**src/rtl/sd_pkg.sv**
```systemverilog
// Shared definitions for the SD SPI-mode command sequencer: FSM state encoding,
// SD command numbers, R1 bit positions and CRC7 constants.
// The optional serial CRC7 path is selected with the SD_CMD_CRC_EN macro.
package sd_pkg;

    // Sequencer states. Each byte phase has an ISSUE cycle (spi_start) and a
    // WAIT state that holds until the SPI engine reports spi_done.
    typedef enum logic [3:0] {
        StIdle,
        StGapIssue,
        StGapWait,
        StFrameIssue,
        StFrameWait,
        StPollIssue,
        StPollWait,
        StTrailIssue,
        StTrailWait,
        StDone
    } sd_state_e;

    // SD command numbers issued through this block by the card controller.
    localparam logic [5:0] CMD0   = 6'd0;
    localparam logic [5:0] CMD8   = 6'd8;
    localparam logic [5:0] CMD17  = 6'd17;
    localparam logic [5:0] CMD24  = 6'd24;
    localparam logic [5:0] CMD55  = 6'd55;
    localparam logic [5:0] ACMD41 = 6'd41;

    // R1 response bit positions. Bit 7 is always 0 in a valid R1.
    localparam int unsigned R1_IDLE          = 0;
    localparam int unsigned R1_ERASE_RESET   = 1;
    localparam int unsigned R1_ILLEGAL_CMD   = 2;
    localparam int unsigned R1_CRC_ERR       = 3;
    localparam int unsigned R1_ERASE_SEQ_ERR = 4;
    localparam int unsigned R1_ADDR_ERR      = 5;
    localparam int unsigned R1_PARAM_ERR     = 6;
    localparam int unsigned R1_START         = 7;

    // CRC7 generator x^7 + x^3 + 1 without the implicit x^7 term.
    localparam logic [6:0] CRC7_POLY = 7'h09;

    // Precomputed CRC bytes for the two commands that are checked in SPI mode.
    localparam logic [7:0] CRC_BYTE_CMD0    = 8'h95;
    localparam logic [7:0] CRC_BYTE_CMD8    = 8'h87;
    localparam logic [7:0] CRC_BYTE_DEFAULT = 8'h01;

    // Idle-high filler byte used for gaps, polling and trailer reads.
    localparam logic [7:0] FILL_BYTE = 8'hFF;

    // Last byte index of the command frame and of the R3/R7 trailer.
    localparam logic [7:0] FRAME_LAST = 8'd5;
    localparam logic [7:0] TRAIL_LAST = 8'd3;

    // Advance a CRC7 register over one byte, MSB first.
    function automatic logic [6:0] crc7_update(input logic [6:0] crc, input logic [7:0] data);
        logic [6:0] c;
        logic       fb;
        c = crc;
        for (int i = 7; i >= 0; i--) begin
            fb = c[6] ^ data[i];
            c  = {c[5:0], 1'b0};
            if (fb) begin
                c = c ^ CRC7_POLY;
            end
        end
        return c;
    endfunction

endpackage

```
**src/rtl/sd_crc7.sv**
```systemverilog
// Byte-serial CRC7 (x^7 + x^3 + 1) over the SD command frame.
// Only built when SD_CMD_CRC_EN is defined; otherwise the sequencer uses
// fixed CRC bytes and this module does not exist.
`ifdef SD_CMD_CRC_EN
module sd_crc7 (
    input  logic       clk,
    input  logic       rst,
    input  logic       clear,
    input  logic       byte_valid,
    input  logic [7:0] data,
    output logic [6:0] crc
);
    import sd_pkg::*;

    logic [6:0] crc_q;

    // CRC register: cleared per command, advanced one byte per valid strobe.
    always_ff @(posedge clk or posedge rst) begin
        if (rst) begin
            crc_q <= 7'd0;
        end else if (clear) begin
            crc_q <= 7'd0;
        end else if (byte_valid) begin
            crc_q <= crc7_update(crc_q, data);
        end
    end

    assign crc = crc_q;

endmodule
`endif

```
**src/rtl/sd_cmd_sequencer.sv**
```systemverilog
// SD SPI-mode command sequencer. Frames one 6-byte command over a byte-wide
// SPI engine, polls for R1 and optionally reads a 4-byte R3/R7 trailer.
// Define SD_CMD_CRC_EN to compute CRC7 with sd_crc7; otherwise fixed CRC
// bytes are used (only CMD0 and CMD8 are CRC-checked by cards in SPI mode).
module sd_cmd_sequencer #(
    parameter int unsigned POLL_MAX  = 8,
    parameter int unsigned GAP_BYTES = 1
) (
    input  logic        clk,
    input  logic        rst,
    input  logic        cmd_valid,
    output logic        cmd_ready,
    input  logic [5:0]  cmd_index,
    input  logic [31:0] cmd_arg,
    input  logic        cmd_long_resp,
    input  logic        cmd_hold_cs,
    output logic        done,
    output logic [7:0]  r1,
    output logic [31:0] resp_ext,
    output logic        timeout,
    output logic        cs_n,
    output logic        spi_start,
    output logic [7:0]  spi_tx_byte,
    input  logic [7:0]  spi_rx_byte,
    input  logic        spi_done
);
    import sd_pkg::*;

    localparam logic [7:0] PollLast = 8'(POLL_MAX - 1);
    // Unused when GAP_BYTES is 0; the gap states are then never entered.
    localparam logic [7:0] GapLast  = 8'(GAP_BYTES - 1);

    sd_state_e   state_q, state_d;
    logic [7:0]  cnt_q, cnt_d;

    logic [5:0]  idx_q;
    logic [31:0] arg_q;
    logic        long_q;
    logic        hold_q;
    logic [7:0]  r1_q;
    logic [31:0] resp_q;
    logic        timeout_q;
    logic        cs_n_q;

    logic        accept;
    logic [7:0]  crc_byte;
    logic [7:0]  frame_byte;

    assign accept = (state_q == StIdle) && cmd_valid;

`ifdef SD_CMD_CRC_EN
    logic [6:0] crc_val;
    logic       crc_byte_valid;

    // Feed frame bytes 0..4 into the CRC as they are issued, so byte 5 is ready.
    assign crc_byte_valid = (state_q == StFrameIssue) && (cnt_q < FRAME_LAST);

    sd_crc7 u_crc7 (
        .clk        (clk),
        .rst        (rst),
        .clear      (accept),
        .byte_valid (crc_byte_valid),
        .data       (frame_byte),
        .crc        (crc_val)
    );

    assign crc_byte = {crc_val, 1'b1};
`else
    // Fixed CRC byte: only CMD0 and CMD8 need a correct CRC in SPI mode.
    always_comb begin
        crc_byte = CRC_BYTE_DEFAULT;
        if (idx_q == CMD0) begin
            crc_byte = CRC_BYTE_CMD0;
        end else if (idx_q == CMD8) begin
            crc_byte = CRC_BYTE_CMD8;
        end
    end
`endif

    // Select the command frame byte addressed by the byte counter.
    always_comb begin
        frame_byte = FILL_BYTE;
        unique case (cnt_q[2:0])
            3'd0:    frame_byte = {2'b01, idx_q};
            3'd1:    frame_byte = arg_q[31:24];
            3'd2:    frame_byte = arg_q[23:16];
            3'd3:    frame_byte = arg_q[15:8];
            3'd4:    frame_byte = arg_q[7:0];
            3'd5:    frame_byte = crc_byte;
            default: frame_byte = FILL_BYTE;
        endcase
    end

    // State register and per-phase byte counter.
    always_ff @(posedge clk or posedge rst) begin
        if (rst) begin
            state_q <= StIdle;
            cnt_q   <= 8'd0;
        end else begin
            state_q <= state_d;
            cnt_q   <= cnt_d;
        end
    end

    // Next-state logic: issue a byte, wait for spi_done, then advance the phase.
    always_comb begin
        state_d = state_q;
        cnt_d   = cnt_q;
        unique case (state_q)
            StIdle: begin
                if (cmd_valid) begin
                    cnt_d   = 8'd0;
                    state_d = (GAP_BYTES == 0) ? StFrameIssue : StGapIssue;
                end
            end
            StGapIssue: state_d = StGapWait;
            StGapWait: begin
                if (spi_done) begin
                    if (cnt_q == GapLast) begin
                        cnt_d   = 8'd0;
                        state_d = StFrameIssue;
                    end else begin
                        cnt_d   = cnt_q + 8'd1;
                        state_d = StGapIssue;
                    end
                end
            end
            StFrameIssue: state_d = StFrameWait;
            StFrameWait: begin
                if (spi_done) begin
                    if (cnt_q == FRAME_LAST) begin
                        cnt_d   = 8'd0;
                        state_d = StPollIssue;
                    end else begin
                        cnt_d   = cnt_q + 8'd1;
                        state_d = StFrameIssue;
                    end
                end
            end
            StPollIssue: state_d = StPollWait;
            StPollWait: begin
                if (spi_done) begin
                    if (!spi_rx_byte[R1_START]) begin
                        cnt_d   = 8'd0;
                        state_d = long_q ? StTrailIssue : StDone;
                    end else if (cnt_q == PollLast) begin
                        state_d = StDone;
                    end else begin
                        cnt_d   = cnt_q + 8'd1;
                        state_d = StPollIssue;
                    end
                end
            end
            StTrailIssue: state_d = StTrailWait;
            StTrailWait: begin
                if (spi_done) begin
                    if (cnt_q == TRAIL_LAST) begin
                        state_d = StDone;
                    end else begin
                        cnt_d   = cnt_q + 8'd1;
                        state_d = StTrailIssue;
                    end
                end
            end
            StDone:  state_d = StIdle;
            default: state_d = StIdle;
        endcase
    end

    // Command latch, response capture and chip-select ownership.
    always_ff @(posedge clk or posedge rst) begin
        if (rst) begin
            idx_q     <= 6'd0;
            arg_q     <= 32'd0;
            long_q    <= 1'b0;
            hold_q    <= 1'b0;
            r1_q      <= FILL_BYTE;
            resp_q    <= 32'd0;
            timeout_q <= 1'b0;
            cs_n_q    <= 1'b1;
        end else begin
            if (accept) begin
                idx_q     <= cmd_index;
                arg_q     <= cmd_arg;
                long_q    <= cmd_long_resp;
                hold_q    <= cmd_hold_cs;
                resp_q    <= 32'd0;
                timeout_q <= 1'b0;
                cs_n_q    <= 1'b0;
            end
            if ((state_q == StPollWait) && spi_done) begin
                if (!spi_rx_byte[R1_START]) begin
                    r1_q <= spi_rx_byte;
                end else if (cnt_q == PollLast) begin
                    r1_q      <= FILL_BYTE;
                    timeout_q <= 1'b1;
                end
            end
            if ((state_q == StTrailWait) && spi_done) begin
                resp_q <= {resp_q[23:0], spi_rx_byte};
            end
            // A held chip select survives until a non-holding command completes.
            if ((state_q == StDone) && !hold_q) begin
                cs_n_q <= 1'b1;
            end
        end
    end

    // Moore outputs decoded from the current state.
    always_comb begin
        cmd_ready   = (state_q == StIdle);
        done        = (state_q == StDone);
        spi_start   = 1'b0;
        spi_tx_byte = FILL_BYTE;
        unique case (state_q)
            StGapIssue, StPollIssue, StTrailIssue: spi_start = 1'b1;
            StFrameIssue: begin
                spi_start   = 1'b1;
                spi_tx_byte = frame_byte;
            end
            StFrameWait: spi_tx_byte = frame_byte;
            default: ;
        endcase
    end

    assign r1       = r1_q;
    assign resp_ext = resp_q;
    assign timeout  = timeout_q;
    assign cs_n     = cs_n_q;

endmodule

```
**config.mk**
```make
export PLATFORM = sky130hd
export DESIGN_NAME = sd_cmd_sequencer
export DESIGN_NICKNAME = d
export VERILOG_FILES = /design/src/rtl/sd_pkg.sv /design/src/rtl/sd_crc7.sv /design/src/rtl/sd_cmd_sequencer.sv
export SDC_FILE = /design/constraint.sdc
export NUM_CORES = 1
export LEC_CHECK = 0
export BUFFER_PORTS_ARGS = -buffer_cell sky130_fd_sc_hd__buf_2
export CAP_MARGIN = 20
export CORE_UTILIZATION = 57
export DETAILED_ROUTE_END_ITERATION = 8
export PLACE_DENSITY = 0.81
export SLEW_MARGIN = 20
export SYNTH_ARGS = -nofsm -noshare
export SYNTH_HDL_FRONTEND = slang
export SYNTH_SLANG_ARGS = --single-unit
```
**constraint.sdc**
```tcl
create_clock -name clk -period 6.1 [get_ports clk]
set_clock_uncertainty 0.15 [all_clocks]
set_input_delay 1.22 -clock clk [delete_from_list [all_inputs] [get_ports clk]]
set_output_delay 1.22 -clock clk [all_outputs]
set_load 0.02 [all_outputs]
```
# Yosys cells after proc, flatten, opt, wreduce, memory -nomap -nowiden
# Cells that the tools add are included.
# word_totals
inputBits	52
output_inout_bits	53
wordCells	92
reg_bits	94
# op_classes
eq_ne	26
n_reduce_logical	17
n_mux	38
n_addsub	1
# op_table
operator	count
$mux 8	15
$mux 32	2
$pmux 8 s6	1
$pmux 8 s5	1
$mux 4	9
$pmux 4 s9	1
$eq 4x3->1 const B	4
$eq 8x3->1 const B	2
$ne 2x2->1 const B	6
$add 8x1->8 const B	1
$eq 4x2->1 const B	2
$eq 4x4->1 const B	2
$eq 8x2->1 const B	1
$logic_not 8->1	1
$reduce_and 8->1	1
$mux 1	7
$eq 3x2->1 const B	2
$eq 3x3->1 const B	2
$eq 6x4->1 const B	1
$logic_not 6->1	1
$reduce_and 5->1	1
$reduce_bool 5->1	1
$eq 4x1->1 const B	1
$logic_and 1x1->1	4
12 further kinds	13

# Longest topological paths before layout
# depth
word_depth	6
mapped_depth	8
ltp_nobuf	7

# Least setup slack after synthesis
# OpenSTA, ideal clock, no wires.
# synth_path
path_type	reg2out
startpoint	register cnt_q[2]
endpoint	output spi_tx_byte[0]
required_time_ns	4.730
slack_ns	2.728
stages_incl_launch_ff	8
n_path_buf	2
arrival_ns	2.002
path_cell_list	dfrtp_1 -> clkbuf_1 -> inv_1 -> ha_1 -> buf_1 -> a2111oi_0 -> nor3_1 -> nand4_1
# synth_via
elab_chain_len	3
elab_cells_between_ends	8
cone_classes	eq/ne: 5; mux: 2; reduce/logical: 1
# synth_rtl
item	line_no	source
from (decl)	sd_cmd_sequencer.sv:34	logic [7:0] cnt_q, cnt_d;
from (signal assigned)	sd_cmd_sequencer.sv:101	cnt_q <= cnt_d;
$eq 3x3->1 (tied with other cells)	sd_cmd_sequencer.sv:83	unique case (cnt_q[2:0])
$pmux 8 s6 (*)	sd_cmd_sequencer.sv:83	
$mux 8 (*)	sd_cmd_sequencer.sv:215	unique case (state_q)
to (decl)	sd_cmd_sequencer.sv:23	output logic [7:0] spi_tx_byte,
# Every way passes the cells marked *; elsewhere a longest branch is shown, timed or not.

# Worst setup path after layout
# layout_path
startpoint	register cnt_q[2]
endpoint	output spi_tx_byte[6]
# The elaborated chain is that of the path after synthesis.

==> out/metrics.csv <==
stage;metric;value;unit
floorplanning;die-area;7909;sq um
worst_setup_path;r2r_end;resp_ext[29];
clocking;cts_root_buffer;clkbuf_8;
clocking;cts_made_buffers;9;
floorplanning;die_w;88.94;um
power;switching_share;0.3749;
clocking;cts_hold_buf;0;
sta;drv_slew;0;
clocking;clk_latency;380;ps
power;total_power;0.001995;W
sta;worstMarginPinSlew;835.4;ps
clocking;cts_sinks;94;
synth;async_flop_share;1.000;
worst_setup_path;cp-start-kind;flop;
detailed_routing;routedWlPerCell;17.16;um
run;cap_violations;0;
worst_setup_path;rr_startpoint;state_q[3];
synth;syn_area_per_cell;11.77;sq um
worst_setup_path;critPathArrivalTime;2800;ps
placed_design;gp_congestion;0.9060;
power;intPower;0.001247;W
floorplanning;rows;31;
grt;grt_overflow;0;
detailed_routing;drt_iter0_drc;295;
placed_design;hpwl;6917;um
worst_setup_path;cp_data_required_time;4730;ps
detailed_routing;viasPerCell;5.995;
power;clkPwrFrac;0.200;
clocking;clk_path_buf_depth;2;
synth;synth_nets;423;
power;p_switching;0.0007478;W
synth;synth_area_leader_cell;dfrtp_1;
worst_setup_path;rrSetupSlack;3450;ps
cells_and_area;layout-drive-gt1-share;0.3045;
synth;synth-seq-area-share;0.5486;
synth;synthCells;366;
grt;grt_pass1_wl;15010;um
worst_setup_path;crit_type;flop to output pin;
cells_and_area;syn2layout_area_growth;17.63;%
synth;synth_most_common_cell;dfrtp_1;
cells_and_area;fin_nets;515;
detailed_routing;vias;3369;
worst_setup_path;path_max_fanout;19;
synth;netlist_area;4308;sq um
floorplanning;core;7292;sq um
clocking;clkTransAtPathRegs;100;ps
worst_setup_path;cp-endpoint;spi_tx_byte[6];
synth;ys_ff_latch;94;
power;leakage;2.398;nW
worst_hold_path;hp-start;hold_q;
synth;synth_flop_cell;dfrtp_1;
run_status;status;finished, final reports clean;
sta;period_minus_slack;4168;ps
worst_hold_path;hp-class;flop to flop;
floorplanning;chipHeight;88.94;um
power;power_density;393.7;nW/um^2
grt;antenna_found_initial;0;
placed_design;portBuffers;104;
sta;period_share;0.6833;
grt;grt_pass1_vias;3097;
worst_setup_path;rr_worst_depth;6;
sta;slew_headroom;0.4388;
detailed_routing;dr.pass1.iters;5;
cells_and_area;n_antenna_cell;0;
synth;synth_cell_types;52;
power;p_comb_frac;0.323;
synth;yosys.area.top_type_share;0.4938;
worst_setup_path;cp-startpoint;cnt_q[2];
clocking;post_cts_buffers;0;
detailed_routing;drc;0;
synth;synth_edf_count;0;
sta;rsz0062_at_grt;false;
synth;yosysWarningCount;0;
detailed_routing;ant_nets;0;
detailed_routing;wl;9642;um
floorplanning;start_util;0.5908;
synth;ys_top_cells_by_area;dfrtp_1, mux2_1, a22o_1;
grt;grt.total_usage;0.2545;
sta;max_freq;0.2399;GHz
synth;synthTopCellsByCount;dfrtp_1, mux2_1, a22o_1;
sta;finalSetupTns;0;ps
sta;setup_viol;0;
power;peakVddDrop;0.2596;mV
clocking;cts.repair.resized;0;
clocking;tritoncts;done;
floorplanning;io_pins;105;
grt;grt_max_degree;59;
sta;hold_violations;0;
power;seq_power_share;0.476;
worst_setup_path;cp-end-kind;output pin;
clocking;cts.htree.levels;3;
==> per-layer routing <==
metal | wire (um) | vias up | GRT usage | share of wire
met5 | 0 | - | 0 | 0
met4 | 152 | 0 | 0.1111 | 0.016
met3 | 668 | 19 | 0.05078 | 0.069
met2 | 4731 | 148 | 0.4175 | 0.49
met1 | 4090 | 1646 | 0.3321 | 0.42
li1 | - | 1556 | - | -
==> flip-flops by register name, summed over array words and instances (netlist names) <==
signal	flops
idx_q	6
long_q	1
timeout	1
cs_n	1
hold_q	1
state_q	4
arg_q	32
cnt_q	8
resp_ext	32
r1	8
==> through the flow <==
step                      utilization  worst slack (ps)  area [sq um]  std cells  hold slack [ps]
after floorplan                     -              2296          4308        366            243.1
after global placement         0.6685              2511          4875        546            261.0
after detailed placement       0.6685              2404          4875        546            271.1
after CTS                      0.6947              1969          5066        562            291.7
after global routing           0.6949              1693          5067        562            320.6
final                          0.6949              1932          5067        562            285.2
==> layout make-up <==
cell class                      count  area [sq um]
Timing Repair Buffer              107         543.0
Multi-Input combinational cell    231          1788
Clock inverter                      7         67.56
Clock buffer                        9         123.9
Sequential cell                    94          2364
Inverter                           15         57.56
Tap cell                           99         123.9
Fill cell                         576          2225
==> worst min-delay path by stage <==
stage,end,depth (start not counted)
6_report,cs_n,1
5_1_grt,cs_n,1
4_1_cts,cs_n,1
3_5_place_dp,cs_n,1
3_3_place_gp,cs_n,1
2_1_floorplan,cs_n,1
==> power by group through the flow <==
stage | combinational, W | clock [W] | sequential (W)
2_1_floorplan | 0.000496 | 0 | 0.000916
3_3_place_gp | 0.000629 | 0 | 0.000957
3_5_place_dp | 0.000645 | 0 | 0.000961
4_1_cts | 0.000649 | 0.000407 | 0.000950
5_1_grt | 0.000708 | 0.000425 | 0.000972
6_report | 0.000645 | 0.000400 | 0.000950
==> cells in the final DEF, fill, tap and decap left out, drive strengths merged, types with 7 or more instances in the layout <==
| master | netlist | routed |
|---|---|---|
| nand2 | 18 | 18 |
| inv | 15 | 17 |
| dfrtp | 85 | 85 |
| nor2 | 16 | 16 |
| o21ai | 7 | 7 |
| mux2 | 41 | 41 |
| buf | 9 | 107 |
| dfstp | 9 | 9 |
| clkbuf | 17 | 9 |
| a21oi | 13 | 13 |
| a22o | 36 | 36 |
| nor3 | 15 | 15 |
| nand2b | 7 | 7 |
==> worst max-delay path, stage by stage, from the launching register on <==
cell and delay, ps:
dfrtp_1 580, inv_1 260, ha_1 370, a2111oi_0 100, nor3_1 700, o211ai_1 190, buf_2 220
==> kinds of logic (layout without fill, tap and decap cells) <==
kind of cell	count (synthesis)	count (layout)	share of synthesized area
buffers and inverters	41	138	0.03747
multiplexers	43	43	0.1118
AND/OR/NAND/NOR	82	82	0.09962
flip-flops	94	94	0.5487
XOR/XNOR	1	1	0.002033
adder cells (fa/ha/maj)	5	5	0.01452
AO/OA/AOI/OAI	100	100	0.1859
No activity file was read; power rests on OpenSTA's default activity.
